### src/rtl/pipe_stage_queue.sv
// Elastic pipeline stage: a DEPTH-entry FIFO with valid/ready on both sides,
// synchronous flush and optional fall-through when empty.
module pipe_stage_queue #(
    parameter int WIDTH       = 64,
    parameter int DEPTH       = 2,
    parameter int FALLTHROUGH = 0,
    localparam int CNT_W      = $clog2(DEPTH + 1)
) (
    input  logic             clk,
    input  logic             rst_n,
    input  logic             flush,
    input  logic             in_valid,
    output logic             in_ready,
    input  logic [WIDTH-1:0] in_data,
    output logic             out_valid,
    input  logic             out_ready,
    output logic [WIDTH-1:0] out_data,
    output logic [CNT_W-1:0] count
);

    localparam int               PTR_W    = (DEPTH > 1) ? $clog2(DEPTH) : 1;
    localparam logic [CNT_W-1:0] FULL_CNT = CNT_W'(DEPTH);
    localparam logic [PTR_W-1:0] LAST_PTR = PTR_W'(DEPTH - 1);

    logic [WIDTH-1:0] mem [DEPTH];

    logic [PTR_W-1:0] rd_ptr_reg, rd_ptr_next;
    logic [PTR_W-1:0] wr_ptr_reg, wr_ptr_next;
    logic [CNT_W-1:0] count_reg, count_next;

    logic empty;
    logic push;
    logic pop;
    logic bypass;
    logic write;
    logic read;

    assign empty    = (count_reg == '0);
    assign in_ready = (count_reg != FULL_CNT);
    assign count    = count_reg;

    // Head is shown even during a flush; fall-through is killed by flush.
    always_comb begin
        out_valid = 1'b0;
        out_data  = '0;
        if (!empty) begin
            out_valid = 1'b1;
            out_data  = mem[rd_ptr_reg];
        end else if ((FALLTHROUGH != 0) && in_valid && !flush) begin
            out_valid = 1'b1;
            out_data  = in_data;
        end
    end

    assign push   = in_valid & in_ready & ~flush;
    assign pop    = out_valid & out_ready & ~flush;
    // A pop while empty can only be a fall-through word consumed directly.
    assign bypass = pop & empty;
    assign write  = push & ~bypass;
    assign read   = pop & ~empty;

    always_comb begin
        rd_ptr_next = rd_ptr_reg;
        wr_ptr_next = wr_ptr_reg;
        count_next  = count_reg;
        if (flush) begin
            rd_ptr_next = '0;
            wr_ptr_next = '0;
            count_next  = '0;
        end else begin
            if (write) begin
                wr_ptr_next = (wr_ptr_reg == LAST_PTR) ? '0 : wr_ptr_reg + PTR_W'(1);
            end
            if (read) begin
                rd_ptr_next = (rd_ptr_reg == LAST_PTR) ? '0 : rd_ptr_reg + PTR_W'(1);
            end
            case ({write, read})
                2'b10:   count_next = count_reg + CNT_W'(1);
                2'b01:   count_next = count_reg - CNT_W'(1);
                default: count_next = count_reg;
            endcase
        end
    end

    always_ff @(posedge clk or negedge rst_n) begin
        if (!rst_n) begin
            rd_ptr_reg <= '0;
            wr_ptr_reg <= '0;
            count_reg  <= '0;
        end else begin
            rd_ptr_reg <= rd_ptr_next;
            wr_ptr_reg <= wr_ptr_next;
            count_reg  <= count_next;
        end
    end

    // Storage carries no reset; validity is tracked by count_reg alone.
    always_ff @(posedge clk) begin
        if (write) begin
            mem[wr_ptr_reg] <= in_data;
        end
    end

    a_count_bound: assert property (@(posedge clk) disable iff (!rst_n)
        count_reg <= FULL_CNT);
    a_no_underflow: assert property (@(posedge clk) disable iff (!rst_n)
        (pop && empty) |-> (FALLTHROUGH != 0));

endmodule

### config.mk
export PLATFORM = sky130hd
export DESIGN_NAME = pipe_stage_queue
export DESIGN_NICKNAME = d
export VERILOG_FILES = /design/src/rtl/pipe_stage_queue.sv
export SDC_FILE = /design/constraint.sdc
export NUM_CORES = 1
export LEC_CHECK = 0
export BUFFER_PORTS_ARGS = -buffer_cell sky130_fd_sc_hd__buf_2
export CAP_MARGIN = 10
export CELL_PAD_IN_SITES_DETAIL_PLACEMENT = 0
export CELL_PAD_IN_SITES_GLOBAL_PLACEMENT = 2
export CORE_UTILIZATION = 33
export DETAILED_ROUTE_END_ITERATION = 8
export PLACE_DENSITY = 0.87
export SETUP_SLACK_MARGIN = 0.15
export SYNTH_ARGS = -nofsm -noshare
export SYNTH_HDL_FRONTEND = slang
export SYNTH_SLANG_ARGS = --single-unit
### constraint.sdc
create_clock -name clk -period 5.8 [get_ports clk]
set_input_delay 1.16 -clock clk [delete_from_list [all_inputs] [get_ports clk]]
set_output_delay 1.16 -clock clk [all_outputs]
set_load 0.01 [all_outputs]
==> summary.txt <==
GRT
  – Antenna violations before repair: 1
  – GRT Util Overall: 12.8%
  – Grt ovf: 0
  – First-pass GRT wire length: 14800 um
  – Number of global-route vias before repair: 2881
  – Pin count of the biggest net entering global routing: 67

Floorplan
  – Cell Rows: 44
  – Die ar.: 15800 sq um
  – Die Ht: 126 um
  – Initial core utilization: 34.3%
  – Num ports: 137
  – Die width: 126 um
  – Core ar.: 14700 sq um

Logic synthesis
  – Post-synth EDFFs: 128
  – Yosys warnings: 0
  – Syn nets: 365
  – Asr flop ratio synth: 3.03%
  – Register area share after synthesis: 78.2%
  – Area leader, netlist: edfxtp_1
  – Top FF cell, synth: edfxtp_1
  – Synth unique cells: 23
  – Post-synthesis cell area: 5040 sq um
  – Synthesized flop and latch total: 132
  – Synth Area per Inst: 17.0 sq um
  – Gate Count Post-Synth: 296
  – Cell with the most instances after synthesis: edfxtp_1
  – Synth cell count leaders: edfxtp_1 (128), nor2_1 (67), mux2i_1 (64)
  – Top post-synthesis cells by area: edfxtp_1 (76%), mux2i_1 (13%), nor2_1 (5.0%)
  – Area share of the largest cell type after synthesis: 76.2%

Power and ir drop
  – Total power: 0.00235 W
  – Combinational Power Share: 7.2%
  – Sw Pwr: 0.000481 W
  – Reg power frac: 47.3%
  – Worst VDD drop: 0.000245 V
  – Clk network pwr share: 45.5%
  – Internal power: 0.00187 W
  – Switch share: 20.4%
  – PD cells: 361 nW/um^2
  – Leakage Power: 2.47 nW

Final layout
  – Number of diodes: 0
  – Area grow syn2layout: 29.2%
  – Core Util, Final: 44.3%
  – Largest register FFs: 128
  – Final Cell Area: 6510 sq um
  – Fraction of layout instances using a drive strength above 1: 37.7%
  – Final net count: 509
  – Fill cell count: 1336

Clock tree
  – H-tree depth: 4
  – # Post-CTS Setup Buffers: 0
  – PostCTS Resize Cnt: 0
  – Clock Sinks: 132
  – Total CTS buffers: 17
  – CTS Root Cell: clkbuf_16
  – Clock Path Buffers: 2
  – Hold_buf cts: 0
  – Worst-skew pair later-pin latency: 410 ps
  – CTS clk-pin slew, worst paths: 50 ps
  – CTS tree: done

Drt
  – Drt total wl: 9540 um
  – Vias/cell: 4.59
  – Post-detailed-route wirelength per cell: 15.0 um
  – 1st-iter DRT viols: 237
  – DRC errors left: 9
  – Antenna viol nets, final: 0
  – DR pass1 iterations: 9
  – Via count: 2925

Status
  – Status: finished with violations
  – Failing checks: DRC

Placed design
  – Gpl congestion: 0.698
  – DP Area: 5910 sq um
  – IO Port Bufs: 136
  – Dpl hpwl: 5680 um

Worst hold path
  – Hold Path Class: input pin to asynchronous set/reset pin

Setup path
  – Crit-path cells: mux2i_1 > nor2_1 > buf_2
  – Crit path capture type: output port
  – Worst Path Required: 4640 ps
  – Crit path kind: register to output port
  – Worst setup SP type: register
  – WP data arrival: 2210 ps
  – Worst path max stage delay: 1190 ps
  – Crit-path slowest cell: dfrtp_4
  – Peak fanout along the critical path: 65

Timing
  – Final worst path period share: 58.2%
  – Rel. slew slack: 22.5%
  – Skew final: 4.84 ps
  – Setup TNS: 0 ps
  – # setup viols final: 0
  – Post-route minimum period: 3370 ps
  – Worst slew pin tran: 1160 ps
  – Fmax: 0.296 GHz
  – Fin. Hold Viols: 0
  – Fin. max-slew vios: 0
  – RSZ-0062 raised after global routing: false

Job
  – Maxcap violations: 0
through the flow:
| step | hold WS, ps | cells | worst slack (ps) |
|---|---|---|---|
| 4_1_cts | 525 | 637 | 2380 |
| 3_5_place_dp | 609 | 605 | 2870 |
| 5_1_grt | 524 | 637 | 2250 |
| 3_3_place_gp | 604 | 605 | 2880 |
| 6_report | 549 | 637 | 2430 |
| 2_1_floorplan | 542 | 296 | 1560 |
power groups by stage:
stage / clock network (W) / logic [W] / registers (W)
floorplan: 0 / 0.000110 / 0.00111
global placement: 0 / 0.000169 / 0.00113
detailed placement: 0 / 0.000172 / 0.00113
CTS: 0.00110 / 0.000174 / 0.00111
global route: 0.00114 / 0.000187 / 0.00112
finish: 0.00107 / 0.000169 / 0.00111
kinds of logic after synthesis:
group                     synth area share, %
buffers and inverters                    2.08
AOI/OAI and AO/OA                        1.04
muxes                                    12.7
xor gates and xnor gates                0.174
and+or+nand+nor                          5.76
DFF                                      78.2
path summary, 6_finish.rpt:
| path | startpoint | endpoint | slack (ps) | cells after the start |
|---|---|---|---|---|
| max | rd_ptr_reg | out_data[13] | 2430 | 3 |
| max reg2reg | count[1] | mem[1][9] | 3600 | 5 |
| max in group asynchronous | rst_n | rd_ptr_reg | 5110 | 1 |
| min | rst_n | rd_ptr_reg | 550 | 1 |
| min reg2reg | wr_ptr_reg | wr_ptr_reg | 630 | 2 |
| min in group clk | wr_ptr_reg | wr_ptr_reg | 630 | 2 |
critical path: cells and delay by family, from the launching register on:
kind	cells	cell delay, ps
DFF	1	1190
muxes	1	310
buffers and inverters	1	180
and+or+nand+nor	1	80
placed cells by master, fill, tap and decap left out, types with 2 or more instances in the layout:
cell,instances
edfxtp_1,128
clkbuf_1,3
clkinvlp_4,2
dfrtp_1,3
a21oi_1,3
o21ai_1,2
bufinv_16,4
clkinv_1,3
clkinv_2,3
buf_2,136
buf_4,3
clkbuf_16,17
mux2i_1,64
nor2_1,66
inv_1,2
per-layer routing:
| layer | global-route usage (%) | part of all wire [%] | vias up |
|---|---|---|---|
| li1 | - | - | 1381 |
| met1 | 15.4 | 42 | 1414 |
| met2 | 19.6 | 48 | 116 |
| met3 | 6.59 | 9.1 | 12 |
| met4 | 4.52 | 1.1 | 2 |
| met5 | 0 | 0.14 | - |
layout make-up:
cell class | count | area (sq um) | area share, %
Multi-Input combinational cell | 147 | 1020 | 15.7
Sequential cell | 132 | 3950 | 60.6
Tap cell | 184 | 230 | 3.54
Timing Repair Buffer | 139 | 703 | 10.8
Inverter | 3 | 11.3 | 0.173
Clock buffer | 20 | 437 | 6.71
Clock inverter | 12 | 161 | 2.48
No activity file was read; power rests on OpenSTA's default activity.
